--- src/rtl/kolache_alu_pkg.sv ---
// ---------------------------------------------------------------------------
// kolache_alu_pkg
//
// Purpose : Definitions shared by the Kolache ALU serial comparator:
//           - the FSM state encoding,
//           - the default operand and digit widths,
//           - a ceil(log2) helper that sizes the digit counter.
// Ports   : none (package)
// ---------------------------------------------------------------------------
package kolache_alu_pkg;

  // Default operand width and scan digit width for the serial comparator.
  localparam int DEF_WIDTH = 32;
  localparam int DEF_DIGIT = 4;

  // Comparator control states.
  // IDLE : waiting for an accepted start.
  // SCAN : walking the digits MSB-first.
  typedef enum logic [0:0] {
    IDLE = 1'b0,
    SCAN = 1'b1
  } state_e;

  // Ceiling log2.
  // Used to size the digit counter from the digit count WIDTH/DIGIT.
  // Returns 0 for a value of 1; callers clamp the result to at least 1 bit.
  function automatic int clog2(input int value);
    int result;
    int remaining;
    result    = 0;
    remaining = value - 1;
    while (remaining > 0) begin
      result    = result + 1;
      remaining = remaining >> 1;
    end
    return result;
  endfunction

endpackage : kolache_alu_pkg

--- src/rtl/digit_compare.sv ---
// ---------------------------------------------------------------------------
// digit_compare
//
// Purpose : Combinational unsigned compare of one DIGIT-bit digit pair.
//           Any sign handling is applied by the caller before the inputs.
// Ports   : x    [DIGIT-1:0] in   digit from operand A
//           y    [DIGIT-1:0] in   digit from operand B
//           x_gt             out  x > y (unsigned)
//           x_eq             out  x == y
// ---------------------------------------------------------------------------
module digit_compare #(
  parameter int DIGIT = 4
) (
  input  logic [DIGIT-1:0] x,
  input  logic [DIGIT-1:0] y,
  output logic             x_gt,
  output logic             x_eq
);

  // Plain unsigned magnitude compare of the two digits.
  always_comb begin
    x_gt = (x > y);
    x_eq = (x == y);
  end

endmodule : digit_compare

--- src/rtl/serial_magnitude_compare.sv ---
// ---------------------------------------------------------------------------
// serial_magnitude_compare
//
// Purpose : Digit-serial magnitude comparator.
//           - Latches an operand pair when start is accepted.
//           - Scans MSB-first, DIGIT bits per cycle.
//           - Stops at the first differing digit, or after the last digit.
//           Results are registered greater/less/equal flags for either
//           unsigned or two's-complement operands.
// Ports   : clk          in            rising-edge clock
//           rst          in            synchronous active-high reset
//           start        in            request; accepted while busy==0
//           signed_mode  in            1 = two's complement, 0 = unsigned
//           a, b         in  [WIDTH]   operands, sampled on accept only
//           busy         out           scan in progress
//           done         out           one-cycle pulse, flags valid
//           gt, lt, eq   out           a>b, a<b, a==b (held until next result)
// ---------------------------------------------------------------------------
module serial_magnitude_compare
  import kolache_alu_pkg::*;
#(
  parameter int WIDTH = DEF_WIDTH,
  parameter int DIGIT = DEF_DIGIT
) (
  input  logic             clk,
  input  logic             rst,
  input  logic             start,
  input  logic             signed_mode,
  input  logic [WIDTH-1:0] a,
  input  logic [WIDTH-1:0] b,
  output logic             busy,
  output logic             done,
  output logic             gt,
  output logic             lt,
  output logic             eq
);

  // Number of digits per operand.
  localparam int NDIG = WIDTH / DIGIT;

  // Width of the digit counter.
  // Kept at least 1 bit wide so that a single-digit configuration still elaborates.
  localparam int KW = (clog2(NDIG) > 0) ? clog2(NDIG) : 1;

  // Index of the final (LSB) digit.
  localparam logic [KW-1:0] K_LAST = KW'(NDIG - 1);

  // Mask that flips the top bit of a digit.
  // In signed mode this maps the sign digit to offset binary, so that the
  // unsigned digit compare orders negative operands below positive ones.
  localparam logic [DIGIT-1:0] SIGN_FLIP = DIGIT'(1) << (DIGIT - 1);

  state_e           state_q;
  logic [WIDTH-1:0] a_q;
  logic [WIDTH-1:0] b_q;
  logic             signed_q;
  logic [KW-1:0]    k_q;
  logic             busy_q;
  logic             done_q;
  logic             gt_q;
  logic             lt_q;
  logic             eq_q;

  logic [DIGIT-1:0] top_a_s;
  logic [DIGIT-1:0] top_b_s;
  logic [DIGIT-1:0] cmp_x_s;
  logic [DIGIT-1:0] cmp_y_s;
  logic             dig_gt_s;
  logic             dig_eq_s;
  logic             last_s;

  // Select the current top digits and apply the sign flip to digit 0 in signed mode.
  always_comb begin
    top_a_s = a_q[WIDTH-1 -: DIGIT];
    top_b_s = b_q[WIDTH-1 -: DIGIT];
    last_s  = (k_q == K_LAST);
    if (signed_q && (k_q == KW'(0))) begin
      cmp_x_s = top_a_s ^ SIGN_FLIP;
      cmp_y_s = top_b_s ^ SIGN_FLIP;
    end else begin
      cmp_x_s = top_a_s;
      cmp_y_s = top_b_s;
    end
  end

  digit_compare #(
    .DIGIT (DIGIT)
  ) u_digit_compare (
    .x    (cmp_x_s),
    .y    (cmp_y_s),
    .x_gt (dig_gt_s),
    .x_eq (dig_eq_s)
  );

  // Control FSM, including the digit counter, operand shift registers and result flags.
  always_ff @(posedge clk) begin
    if (rst) begin
      state_q  <= IDLE;
      a_q      <= '0;
      b_q      <= '0;
      signed_q <= 1'b0;
      k_q      <= '0;
      busy_q   <= 1'b0;
      done_q   <= 1'b0;
      gt_q     <= 1'b0;
      lt_q     <= 1'b0;
      eq_q     <= 1'b0;
    end else begin
      // done is a single-cycle pulse; only a resolving SCAN edge raises it.
      done_q <= 1'b0;
      case (state_q)
        IDLE: begin
          if (start) begin
            a_q      <= a;
            b_q      <= b;
            signed_q <= signed_mode;
            k_q      <= '0;
            busy_q   <= 1'b1;
            state_q  <= SCAN;
          end else begin
            busy_q  <= 1'b0;
            state_q <= IDLE;
          end
        end
        SCAN: begin
          if (!dig_eq_s) begin
            // First differing digit decides the whole compare.
            gt_q    <= dig_gt_s;
            lt_q    <= ~dig_gt_s;
            eq_q    <= 1'b0;
            done_q  <= 1'b1;
            busy_q  <= 1'b0;
            state_q <= IDLE;
          end else if (last_s) begin
            gt_q    <= 1'b0;
            lt_q    <= 1'b0;
            eq_q    <= 1'b1;
            done_q  <= 1'b1;
            busy_q  <= 1'b0;
            state_q <= IDLE;
          end else begin
            a_q     <= a_q << DIGIT;
            b_q     <= b_q << DIGIT;
            k_q     <= k_q + KW'(1);
            busy_q  <= 1'b1;
            state_q <= SCAN;
          end
        end
        default: begin
          busy_q  <= 1'b0;
          state_q <= IDLE;
        end
      endcase
    end
  end

  assign busy = busy_q;
  assign done = done_q;
  assign gt   = gt_q;
  assign lt   = lt_q;
  assign eq   = eq_q;

endmodule : serial_magnitude_compare

--- config.mk ---
export PLATFORM = sky130hd
export DESIGN_NAME = serial_magnitude_compare
export DESIGN_NICKNAME = d
export VERILOG_FILES = /design/src/rtl/kolache_alu_pkg.sv /design/src/rtl/digit_compare.sv /design/src/rtl/serial_magnitude_compare.sv
export SDC_FILE = /design/constraint.sdc
export NUM_CORES = 1
export LEC_CHECK = 0
export CAP_MARGIN = 20
export CORE_MARGIN = 2
export CORE_UTILIZATION = 35
export CTS_CLUSTER_SIZE = 40
export DETAILED_ROUTE_END_ITERATION = 10
export DONT_BUFFER_PORTS = 1
export SYNTH_ARGS = -nofsm -noshare
export SYNTH_HDL_FRONTEND = slang
export SYNTH_SLANG_ARGS = --single-unit
--- constraint.sdc ---
create_clock -name clk -period 2.9 [get_ports clk]
set_input_delay 0 -clock clk [delete_from_list [all_inputs] [get_ports clk]]
set_output_delay 0 -clock clk [all_outputs]
set_load 0.02 [all_outputs]
[After elaboration in Yosys (flattened, before gate mapping)]
Cells that the tools add are included.
Word-level totals
  bits in registers: 73
  logic and storage cells: 52
  bits of input ports: 68
  output and inout bits: 5
Operators by class
  eq/ne operators: 6
  add/sub/neg operators: 1
  bitwise logic cells: 4
  $lt $le $gt $ge: 1
  reduce and logical (&&, ||, !) cells: 6
  mux-type cells: 25
Operators with widths (count)
  32-bit two-way mux: 6
  32-bit case mux with 2 select lines: 2
  1-bit two-way mux: 10
  3-bit two-way mux: 3
  4-bit two-way mux: 2
  3-bit case mux with 2 select lines: 1
  4-bit == test: 1
  4-bit greater-than comparator: 1
  2-bit by 1-bit != test with 1-bit output (second input constant): 2
  2-bit != test (second input constant): 2
  1-bit inverter: 4
  2-bit AND reduction: 2
  3-bit by 1-bit adder with 3-bit output (second input constant): 1
  3-bit == test (second input constant): 1
  3-bit logical NOT: 1
  3-bit AND reduction: 1
  1-bit case mux with 2 select lines: 1
  2-bit OR reduction: 1
  1-bit logical AND: 1

[Longest topological paths before layout]
  depth in word-level cells: 6
  gate-level depth with buffers: 8
  depth with buffers taken out: 6

[Modules after synthesis]
A second synthesis with hierarchy kept.
Second synthesis, totals
  cell total of the unflattened synthesis: 476
  area, all modules: 3837.4 µm²
Modules (own cells, without submodules)
  serial_magnitude_compare: seq. area each 1461.4 µm², times used 1, area an instance 3728.6 µm², cells each 463
  digit_compare: seq. area each 0.0 µm², times used 1, area an instance 108.9 µm², cells each 13

[Least setup slack after synthesis]
Ideal clock, no wire load.
  kind: register -> register
  from: reg b_q[30]
  to: reg a_q[6]
  arrival time: 1.511 ns
  period minus slack after synthesis: 1.649 ns
  library setup time: 0.138 ns
  required time: 2.762 ns
  path buffers: 2
  stages on the path, launching flop included: 9
  path slack: 1.251 ns
  path through: dfxtp_1 > inv_1 > ha_1 > and3_1 > a41o_1 > buf_6 > buf_6 > nor2_1 > nor4_2
On the way
  cells in the longest elaborated chain, start to end: 4
Ends and longest elaborated chain
  start, declared: RTL line serial_magnitude_compare.sv:55  | logic [WIDTH-1:0] b_q;
  start signal, assigned: RTL line serial_magnitude_compare.sv:143  | b_q <= b_q << DIGIT;
  4-bit two-way mux: RTL line serial_magnitude_compare.sv:77  | if (signed_q && (k_q == KW'(0))) begin
  4-bit == test: RTL line digit_compare.sv:23  | x_eq = (x == y);
  2-bit by 1-bit != test with 1-bit output (no source line)
  3-bit AND reduction (no source line)
  end signal, assigned: RTL line serial_magnitude_compare.sv:142  | a_q <= a_q << DIGIT;
  end, declared: RTL line serial_magnitude_compare.sv:54  | logic [WIDTH-1:0] a_q;
No other way between the ends.
A chain may end at the register's enable or synchronous reset.

[Worst setup path after layout]
  from: reg b_q[30]
  to: reg k_q[2]
On the way
  cells in the longest elaborated chain, start to end: 4
Ends and longest elaborated chain
  4-bit two-way mux: RTL line serial_magnitude_compare.sv:77
  4-bit == test: RTL line digit_compare.sv:23
  2-bit by 1-bit != test with 1-bit output (no source line)
  3-bit AND reduction (no source line)
  end signal, assigned: RTL line serial_magnitude_compare.sv:144  | k_q <= k_q + KW'(1);
  end, declared: RTL line serial_magnitude_compare.sv:57  | logic [KW-1:0] k_q;
No other way between the ends.

==> results.toml <==
[power]
p_switching_uw = 667
p_comb_frac = 0.175
vdd_ir_drop_max_mv = 0.243
p_int_mw = 1.71
clock_power_share = 0.331
p_sw_frac = 0.281
share_seq_of_total_power = 0.495
p_leak_nw = 1.68
power_density_mw_per_mm2 = 590

[floorplanning]
io_pins = 73
start_util = 0.358
core_area_mm2 = 0.00864
die_w_um = 97.9
die_h_um = 97.9
die_area_mm2 = 0.00959
rows = 34

[critical_path]
ff2ff_setup_slack_ps = 230
endpoint_kind = "register"
r2r_end = "k_q[2]$_SDFFE_PP0P_"
crit_required_ps = 3130
slowest_stage = "dlygate4sd3_1"
critPathArrivalTime_ps = 2900
worstPathCellList = "inv_1 > ha_1 > and3_1 > nand4_2 > buf_4 > nand3_1 > a21oi_1 > dlygate4sd3_1"
r2r_cells = 8
regToRegStartpoint = "b_q[30]$_SDFFE_PP0P_"
crit_fanout = 26
worstSetupStartpointType = "register"
worstSetupPathType = "reg2reg"
max_stage_delay_ps = 560

[clock_tree]
clock-sinks = 73
post_cts_buffers = 0
clk_latency_ps = 340
numCtsBuffers = 9
cts_tree = "built"
clk_path_buf_depth = 2
h-tree-depth = 3
cts-root-buf = "clkbuf_8"
path_clk_slew_ps = 80

[min_path]
hold_class = "in2reg"
hold_depth = 3
worst_hold_path.endpoint = "signed_q$_SDFFE_PP0P_"
hold_start = "start"

[run]
cap_violations = 0

[logic_synthesis]
synth_flop_cell = "dfxtp_1"
avgSynthCellArea_um2 = 7.68
yosysTopAreaCell = "dfxtp_1"
synth-edff-count = 0
synthTopCellsByCount = "143 x nor2_1, 73 x dfxtp_1, 28 x o21ai_0"
netlist_area_mm2 = 0.00309
synth_cell_type_count = 31
async_reset_ff_frac = 0
synthMostInstantiatedCell = "nor2_1"
synth-seq-cells = 73
yosysWarnings = 0
yosysSeqAreaShare = 0.473
synth_top_cell_area_share = 0.473
synth_nets = 476
synth_cells = 402
synthTopCellsByArea = "dfxtp_1 47%, nor2_1 17%, nor4_1 5.5%"

[sta]
slew_viol_final = 0
skew_ps = 9.69
hold_violations = 0
rsz0062_at_grt = "no"
max_slew_margin = 0.495
tns_ps = 0
fin_crit_ps = 2670
setup_viol = 0
worst_pin_slew_ps = 757
min_period_over_period = 0.919
max_freq_mhz = 375

[routing]
postRouteWirelength_um = 7700
ant_nets = 0
detail_route.iter0.violations = 100
drcViolationCount = 0
drt-pass1-iter-count = 4
wire_per_inst_um = 13.5
vias_per_cell = 4.93
via_count = 2815

[placement]
port_buffers = 0
gp_congestion = 0.826
postPlaceCellArea_mm2 = 0.00312
dpl.hpwl_um = 5130

[global_routing]
gr-total-overflow = 0
track_usage = 0.164
grt_max_degree = 46
antenna_found_initial = 0
grt_pass1_vias = 2798
grt_pass1_wl_um = 12900

[cells_and_area]
drive_above_1_share = 0.0648
seq_area_mm2 = 0.00146
synthToLayoutAreaGrowth_pct = 30.5
multi_input_area_mm2 = 0.00144
n_antenna_cell = 0
fin_area_mm2 = 0.00403
layout.nets = 532
fillers = 881
final_core_util = 0.467

[run_status]
status = "finished clean"
==> cell type report <==
type                            instances  share of cell area
Clock buffer                           10              0.0342
Timing Repair Buffer                   75               0.192
Clock inverter                          6              0.0143
Tap cell                              108              0.0335
Inverter                                7             0.00652
Multi-Input combinational cell        292               0.357
Sequential cell                        73               0.363
==> registers in the layout, summed over array words and instances, names as in the netlist <==
| register | cells |
|---|---|
| done | 1 |
| busy | 1 |
| signed_q | 1 |
| b_q | 32 |
| eq | 1 |
| lt | 1 |
| k_q | 3 |
| a_q | 32 |
| gt | 1 |
==> power by group through the flow <==
stage               Sequential, mW  Combinational [mW]  Clock [mW]
floorplan                     1.18               0.286           0
global placement              1.20               0.322           0
CTS                           1.18               0.419       0.806
detailed placement            1.20               0.328           0
finish                        1.18               0.415       0.787
global route                  1.19               0.474       0.851
==> cell families after synthesis <==
kind of cell               after synthesis  share of synthesized area
AOI/OAI and AO/OA                       48                     0.0895
xor gates and xnor gates                 1                    0.00527
adders and majority gates                6                     0.0243
buffers and inverters                   37                     0.0624
DFF                                     73                      0.473
and+or+nand+nor                        237                      0.345
==> worst max-delay path, delay by kind of cell (launching register included) <==
family                     cells  cell delay [ps]
buffers and inverters          3             1030
AOI/OAI and AO/OA              1               70
adders and majority gates      1              300
DFF                            1              340
and+or+nand+nor                3              820
==> repair_timing <==
item | 4_1_cts | 5_1_grt
hold buffers | 70 | 0
resized for setup | 0 | 0
hold endpoints to repair | 72 | 0
==> per-layer routing <==
metal	GRT usage	wire length (um)	part of all wire	vias to the layer above
met2	0.270	3510	0.46	71
li1	-	-	-	1464
met5	0	0	0	-
met3	0.0372	382	0.050	12
met1	0.214	3690	0.48	1268
met4	0.0524	116	0.015	0
==> worst max path at each step <==
stage	from	end	slack, ps
floorplan	b_q[30]$_SDFFE_PP0P_	a_q[6]$_SDFFE_PP0P_	1250
global placement	b_q[30]$_SDFFE_PP0P_	a_q[7]$_SDFFE_PP0P_	820
detailed placement	b_q[30]$_SDFFE_PP0P_	a_q[7]$_SDFFE_PP0P_	750
CTS	b_q[30]$_SDFFE_PP0P_	k_q[2]$_SDFFE_PP0P_	230
global route	b_q[30]$_SDFFE_PP0P_	k_q[2]$_SDFFE_PP0P_	70
finish	b_q[30]$_SDFFE_PP0P_	k_q[2]$_SDFFE_PP0P_	230
==> stage by stage <==
step	setup slack [ps]	std cells	hold WS, ps	power, mW
after floorplan	1250	402	136	1.47
after global placement	815	485	82.2	1.52
after detailed placement	745	485	82.5	1.53
after CTS	227	571	76.7	2.40
after global routing	71.6	571	112	2.51
final	234	571	93.6	2.38
==> placed cells by master, fill, tap and decap left out, types with 2 or more instances in the layout <==
| cell type | count |
|---|---|
| buf_12 | 3 |
| dfxtp_1 | 73 |
| nor4_2 | 2 |
| nor2_1 | 143 |
| clkinv_2 | 4 |
| nand3b_1 | 2 |
| a21oi_1 | 14 |
| nand2_1 | 14 |
| and3_1 | 2 |
| inv_1 | 7 |
| nor4_1 | 27 |
| buf_4 | 3 |
| ha_1 | 6 |
| nor3_1 | 27 |
| dlygate4sd3_1 | 69 |
| nand3_1 | 13 |
| clkbuf_8 | 10 |
| o21ai_0 | 28 |
| nor2b_1 | 2 |
Power figures use the tool's default switching activity.
